## src/rtl/maverickOne_pkg.sv

```systemverilog
// Shared core definitions: register-file size, lock counter width and the
// decoded instruction record passed between launcher, lock tracker and execute.
package maverickOne_pkg;

  localparam int NUM_REGS   = 32;
  localparam int REG_IDX_W  = $clog2(NUM_REGS);
  localparam int LOCK_CNT_W = 2;

  typedef struct packed {
    logic [6:0]           opcode;
    logic [REG_IDX_W-1:0] rd;
    logic [REG_IDX_W-1:0] rs1;
    logic [REG_IDX_W-1:0] rs2;
    logic [31:0]          imm;
  } decoded_instr_t;

endpackage

```

## src/rtl/reg_lock_tracker_if.sv

```systemverilog
// Bus bundle for reg_lock_tracker: launcher-side input handshake, execute-side
// output handshake, writeback strobe, flush, and the lock/error outputs.
// slave = the tracker, master = whoever drives it.
interface reg_lock_tracker_if #(
  parameter int NUM_REGS = maverickOne_pkg::NUM_REGS
);
  import maverickOne_pkg::*;

  logic                        clear_i;
  decoded_instr_t              instr_in_i;
  logic                        instr_in_valid_i;
  logic                        instr_in_ready_o;
  decoded_instr_t              instr_out_o;
  logic                        instr_out_valid_o;
  logic                        instr_out_ready_i;
  logic                        wb_valid_i;
  logic [$clog2(NUM_REGS)-1:0] wb_rd_i;
  logic [NUM_REGS-1:0]         locks_o;
  logic                        err_o;

  modport slave (
    input  clear_i, instr_in_i, instr_in_valid_i, instr_out_ready_i,
           wb_valid_i, wb_rd_i,
    output instr_in_ready_o, instr_out_o, instr_out_valid_o, locks_o, err_o
  );

  modport master (
    output clear_i, instr_in_i, instr_in_valid_i, instr_out_ready_i,
           wb_valid_i, wb_rd_i,
    input  instr_in_ready_o, instr_out_o, instr_out_valid_o, locks_o, err_o
  );

endinterface

```

## src/rtl/reg_lock_tracker_counter.sv

```systemverilog
// lock_counter: outstanding-write counter for one architectural register.
// Saturates instead of wrapping; a decrement at zero leaves the count alone and
// raises uflow_o for that cycle. A simultaneous inc/dec nets to no change.
// Optional macro REG_LOCK_TRACKER_WB_BYPASS_EN: drain_o flags a writeback that
// retires the last outstanding write, so the lock can drop in that same cycle.
module lock_counter
  import maverickOne_pkg::*;
#(
  parameter int CNT_W = LOCK_CNT_W
) (
  input  logic clk_i,
  input  logic rst_i,
  input  logic inc_i,
  input  logic dec_i,
  output logic sat_o,
  output logic nz_o,
  output logic drain_o,
  output logic uflow_o
);

  logic [CNT_W-1:0] cnt;

  assign sat_o   = &cnt;
  assign nz_o    = |cnt;
  assign uflow_o = dec_i & ~inc_i & ~nz_o;

`ifdef REG_LOCK_TRACKER_WB_BYPASS_EN
  assign drain_o = dec_i & ~inc_i & (cnt == CNT_W'(1));
`else
  assign drain_o = 1'b0;
`endif

  // Count up on dispatch, down on writeback, clamped at both ends
  always_ff @(posedge clk_i) begin
    if (rst_i) begin
      cnt <= '0;
    end else if (inc_i & ~dec_i & ~sat_o) begin
      cnt <= cnt + 1'b1;
    end else if (dec_i & ~inc_i & nz_o) begin
      cnt <= cnt - 1'b1;
    end
  end

endmodule

```

## src/rtl/reg_lock_tracker.sv

```systemverilog
// reg_lock_tracker: one-entry buffer between instr_launcher and execute that
// counts outstanding writes per register and publishes the lock vector.
// Optional macro REG_LOCK_TRACKER_WB_BYPASS_EN (in lock_counter): a register
// unlocks in the cycle its final writeback arrives instead of one cycle later.
module reg_lock_tracker
  import maverickOne_pkg::*;
#(
  parameter int NUM_REGS = maverickOne_pkg::NUM_REGS,
  parameter int CNT_W    = LOCK_CNT_W
) (
  input  logic              clk_i,
  input  logic              rst_i,
  reg_lock_tracker_if.slave bus
);

  localparam int IDX_W = $clog2(NUM_REGS);

  decoded_instr_t      buf_p0;
  logic                vld_p0;
  logic [IDX_W-1:0]    rd_p0;
  logic [NUM_REGS-1:0] sat;
  logic [NUM_REGS-1:1] nz;
  logic [NUM_REGS-1:1] drain;
  logic [NUM_REGS-1:1] inc;
  logic [NUM_REGS-1:1] dec;
  logic [NUM_REGS-1:1] uflow;
  logic [NUM_REGS-1:1] pend;
  logic                out_valid;
  logic                dispatch;
  logic                in_ready;
  logic                err_q;

  assign rd_p0 = buf_p0.rd;

  // x0 is never counted, so it can never hold an instruction back
  assign sat[0] = 1'b0;

  // A buffered instruction is held while its rd counter is full or a flush is in progress
  assign out_valid = vld_p0 & ~sat[rd_p0] & ~bus.clear_i;
  assign dispatch  = out_valid & bus.instr_out_ready_i;
  assign in_ready  = ~bus.clear_i & (~vld_p0 | dispatch);

  assign bus.instr_out_o       = buf_p0;
  assign bus.instr_out_valid_o = out_valid;
  assign bus.instr_in_ready_o  = in_ready;
  assign bus.err_o             = err_q;

  for (genvar r = 1; r < NUM_REGS; r++) begin : g_reg
    assign inc[r]  = dispatch & (rd_p0 == IDX_W'(r));
    assign dec[r]  = bus.wb_valid_i & (bus.wb_rd_i == IDX_W'(r));
    assign pend[r] = vld_p0 & (rd_p0 == IDX_W'(r));

    lock_counter #(.CNT_W(CNT_W)) u_cnt (
      .clk_i   (clk_i),
      .rst_i   (rst_i),
      .inc_i   (inc[r]),
      .dec_i   (dec[r]),
      .sat_o   (sat[r]),
      .nz_o    (nz[r]),
      .drain_o (drain[r]),
      .uflow_o (uflow[r])
    );
  end

  // The buffered, not-yet-dispatched write also locks its rd; bit 0 is tied low
  assign bus.locks_o = {(nz & ~drain) | pend, 1'b0};

  // stage p0: buffer occupancy, flushed by clear_i
  always_ff @(posedge clk_i) begin
    if (rst_i) begin
      vld_p0 <= 1'b0;
    end else if (bus.clear_i) begin
      vld_p0 <= 1'b0;
    end else if (in_ready) begin
      vld_p0 <= bus.instr_in_valid_i;
    end
  end

  // stage p0: instruction payload, loaded on every accepted handshake
  always_ff @(posedge clk_i) begin
    if (in_ready & bus.instr_in_valid_i) begin
      buf_p0 <= bus.instr_in_i;
    end
  end

  // Sticky writeback-underflow flag; survives clear_i
  always_ff @(posedge clk_i) begin
    if (rst_i) begin
      err_q <= 1'b0;
    end else if (|uflow) begin
      err_q <= 1'b1;
    end
  end

endmodule
```

## src/flat_wrapper.sv

```systemverilog
// flat-port wrapper written by rule: the top's interface ports become plain ports
module reg_lock_tracker_flat import maverickOne_pkg::*;
#(
  parameter int NUM_REGS = maverickOne_pkg::NUM_REGS,
  parameter int CNT_W    = LOCK_CNT_W
)
  (clk_i, rst_i, bus_clear_i, bus_instr_in_i, bus_instr_in_valid_i, bus_instr_out_ready_i, bus_wb_valid_i, bus_wb_rd_i, bus_instr_in_ready_o, bus_instr_out_o, bus_instr_out_valid_o, bus_locks_o, bus_err_o);
  reg_lock_tracker_if #(.NUM_REGS(NUM_REGS)) bus_i ();
  input  logic clk_i;
  input  logic rst_i;
  input wire logic [$bits(bus_i.clear_i)-1:0] bus_clear_i;
  input wire logic [$bits(bus_i.instr_in_i)-1:0] bus_instr_in_i;
  input wire logic [$bits(bus_i.instr_in_valid_i)-1:0] bus_instr_in_valid_i;
  input wire logic [$bits(bus_i.instr_out_ready_i)-1:0] bus_instr_out_ready_i;
  input wire logic [$bits(bus_i.wb_valid_i)-1:0] bus_wb_valid_i;
  input wire logic [$bits(bus_i.wb_rd_i)-1:0] bus_wb_rd_i;
  output wire logic [$bits(bus_i.instr_in_ready_o)-1:0] bus_instr_in_ready_o;
  output wire logic [$bits(bus_i.instr_out_o)-1:0] bus_instr_out_o;
  output wire logic [$bits(bus_i.instr_out_valid_o)-1:0] bus_instr_out_valid_o;
  output wire logic [$bits(bus_i.locks_o)-1:0] bus_locks_o;
  output wire logic [$bits(bus_i.err_o)-1:0] bus_err_o;
  assign bus_i.clear_i = bus_clear_i;
  assign bus_i.instr_in_i = bus_instr_in_i;
  assign bus_i.instr_in_valid_i = bus_instr_in_valid_i;
  assign bus_i.instr_out_ready_i = bus_instr_out_ready_i;
  assign bus_i.wb_valid_i = bus_wb_valid_i;
  assign bus_i.wb_rd_i = bus_wb_rd_i;
  assign bus_instr_in_ready_o = bus_i.instr_in_ready_o;
  assign bus_instr_out_o = bus_i.instr_out_o;
  assign bus_instr_out_valid_o = bus_i.instr_out_valid_o;
  assign bus_locks_o = bus_i.locks_o;
  assign bus_err_o = bus_i.err_o;
  reg_lock_tracker #(.NUM_REGS(NUM_REGS), .CNT_W(CNT_W)) u_core (.clk_i(clk_i), .rst_i(rst_i), .bus(bus_i));
endmodule
```

## config.mk

```make
export PLATFORM = sky130hd
export DESIGN_NAME = reg_lock_tracker_flat
export DESIGN_NICKNAME = d
export VERILOG_FILES = /design/src/rtl/maverickOne_pkg.sv /design/src/rtl/reg_lock_tracker_if.sv /design/src/rtl/reg_lock_tracker_counter.sv /design/src/rtl/reg_lock_tracker.sv /design/src/flat_wrapper.sv
export SDC_FILE = /design/constraint.sdc
export NUM_CORES = 1
export LEC_CHECK = 0
export ABC_AREA = 1
export CAP_MARGIN = 0
export CORE_MARGIN = 5
export CORE_UTILIZATION = 50
export DETAILED_ROUTE_END_ITERATION = 10
export PLACE_DENSITY = 0.75
export SYNTH_ARGS = -nofsm -noshare
export SYNTH_HDL_FRONTEND = slang
export SYNTH_HIERARCHICAL = 1
export SYNTH_SLANG_ARGS = --single-unit
```

## constraint.sdc

```tcl
create_clock -name clk_i -period 7.6 [get_ports clk_i]
set_input_delay 0.76 -clock clk_i [delete_from_list [all_inputs] [get_ports clk_i]]
set_output_delay 0.76 -clock clk_i [all_outputs]
set_load 0.1 [all_outputs]
```

==> flow_summary_export.csv <==
group,metric,value,unit
outcome,status,"complete, no violations",
floorplan,die_x,136,µm
critical_path,crit_type,"register to primary output",
sta,report.final.setup_viol,0,
finish,multi_input_area,0.00386,mm²
route,met3WireLength,2160,µm
clock_tree,clk_pin_slew,0.06,ns
grt,antenna_found_initial,0,
floorplan,coreArea,0.0158,mm²
sta,max_freq,199,MHz
floorplan,ios,154,
sta,max_slew.worst_pin.slew,1.07,ns
logic_synthesis,synth-main-ff-cell,"dfxtp_1",
finish,area_delta_synth_final,26.1,%
clock_tree,cts_setup_buffers,0,
sta,rsz0062_at_grt,"no",
grt,first_global_vias,6689,
floorplan,dieArea,0.0186,mm²
logic_synthesis,yosysSeqAreaShare,0.364,
route,dr_wl_met2,9480,µm
placement,dpl_cell_area,0.00945,mm²
grt,gr-total-overflow,0,
logic_synthesis,yosys_warnings,6,
floorplan,die_h,136,µm
route,wl_per_cell,13.6,µm
sta,finalCriticalPeriod,5.03,ns
finish,fin_area,0.0100,mm²
placement,place_ws,3.03,ns
critical_path,arrival,4.27,ns
route,first_pass_iters,4,
route,top_layer,"met4",
logic_synthesis,ys_ff_latch,118,
placement,io_buffers,152,
finish,seq_area,0.00290,mm²
finish,layout_common_cells,"246 x nand2_1, 171 x inv_1, 151 x clkdlybuf4s50_1",
sta,fin_worst_skew,0.0148,ns
sta,slew_headroom,0.282,
finish,fill_cells,1413,
hold_path,whs_path_depth,2,
power,leakagePower,4.03,nW
clock_tree,cts_tree,"yes",
logic_synthesis,syn-instance-count,1126,
route,wl_met1,8250,µm
clock_tree,h-tree-depth,4,
logic_synthesis,synth_edf_count,54,
route,vias_per_cell,4.73,
critical_path,crit_required,6.84,ns
logic_synthesis,synth_area,0.00797,mm²
finish,nets,1320,
grt,grt_max_degree,53,
finish,final_common_cell,"nand2_1",
finish,drive_above_1_share,0.203,
finish,fin_util,0.637,
placement,gp_congestion,0.917,
critical_path,cp-end-kind,"primary output",
critical_path,reg2reg_depth,16,
clock_tree,post_cts_resized,0,
run,maxCapViolations,0,
route,drcViolationCount,0,
finish,diodes,0,
grt,grt_pass1_wl,32200,µm
clock_tree,holdBufCountCts,0,
clock_tree,cts-buffers-inserted,17,
clock_tree,cts_sinks,118,
power,vdd_ir_drop_max,0.162,mV
clock_tree,clockBufferDepth,2,
clock_tree,insertion_delay,0.42,ns
logic_synthesis,async_reset_ff_frac,0,
critical_path,worstSetupStartpointType,"register",
sta,holdWs,0.479,ns
power,p_per_area,171,mW/mm²
logic_synthesis,mappedNetlistNets,1191,
logic_synthesis,avgSynthCellArea,7.08,µm²
grt,grt_util_all_layers,0.224,
floorplan,start_util,0.505,
route,drt_iter0_drc,386,
hold_path,hold_path_class,"register to register",
sta,fin_ws,2.57,ns
sta,final.period_utilization,0.662,
route,antenna_left,0,
floorplan,rows,46,
sta,setup_tns,0,ns
clock_tree,clock-root-buffer,"clkbuf_16",
route,vias,7013,
logic_synthesis,yosysUniqueCellTypes,27,
route,routed_wl,20200,µm
critical_path,cp_max_fo,32,
placement,dp_hpwl,15700,µm
sta,finalHoldViolCount,0,
sta,finalMaxSlewViolations,0,
==> cell type report <==
class / count / area share
clock buffers: 17 / 0.0423
clock inverters: 15 / 0.0167
inverters: 235 / 0.0880
multi-input cells: 729 / 0.385
flip-flops and latches: 118 / 0.289
well taps: 216 / 0.0269
repair buffers: 154 / 0.152
==> critical path: stages (launching register included) <==
cell	delay, ns
edfxtp_1	0.67
inv_4	0.27
nor2_1	0.16
nand2_1	0.11
nand3_1	0.06
nand2_1	0.06
nand2_1	0.06
o21ai_2	0.21
nand4_4	0.68
nand2_2	0.25
nand2_1	0.12
inv_1	0.07
clkdlybuf4s50_1	1.12
==> path summary, 6_finish.rpt <==
path,start,end,slack (ns)
max,u_core/rd_p0[0],bus_instr_in_ready_o,2.57
min,u_core/vld_p0,u_core/vld_p0,0.48
max reg2reg,u_core/rd_p0[0],u_core/bus.err_o,3.51
min reg2reg,u_core/vld_p0,u_core/vld_p0,0.48
==> cells in the mapped netlist, drive strengths merged (3+ instances only) <==
| cell type | number | area [µm²] |
|---|---|---|
| clkbuf | 5 | 18.8 |
| nor3 | 5 | 25.0 |
| nand3 | 69 | 500 |
| nand4 | 3 | 33.8 |
| inv | 235 | 885 |
| nor4 | 8 | 50.1 |
| edfxtp | 54 | 1620 |
| a21oi | 94 | 470 |
| conb | 32 | 120 |
| buf | 39 | 307 |
| dfxtp | 64 | 1280 |
| nand2 | 309 | 1470 |
| o22ai | 31 | 194 |
| nor2 | 174 | 961 |
==> registers in the layout (all words and copies together), names as in the netlist <==
| name | cells |
|---|---|
| u_core/vld_p0 | 1 |
| u_core/g.u_cnt/cnt | 62 |
| u_core/rd_p0 | 5 |
| u_core/bus.instr_out_o | 49 |
| u_core/bus.err_o | 1 |
==> stage by stage <==
stage,cells,total power [mW]
CTS,1484,1.74
global route,1484,1.78
floorplan,1126,0.857
global placement,1452,0.921
detailed placement,1452,0.922
finish,1484,1.72
==> cells by family after synthesis <==
logic type,Yosys count,synth area share
compound gates,127,0.0856
buf+inv,279,0.152
flops,118,0.364
other cells,32,0.0151
simple gates,570,0.383
==> layer usage <==
metal,global-route usage,vias to the layer above
li1,-,3658
met5,0,-
met3,0.0899,21
met1,0.262,3112
met2,0.376,222
met4,0.0745,0
==> report_power, final <==
| group | switching, mW | leakage [nW] | total [mW] | internal [mW] |
|---|---|---|---|---|
| Clock | 0.319 | 0.288 | 0.810 | 0.490 |
| Sequential | 0.00751 | 1.02 | 0.688 | 0.680 |
| Combinational | 0.161 | 2.72 | 0.221 | 0.0608 |
Power figures use the tool's default switching activity.
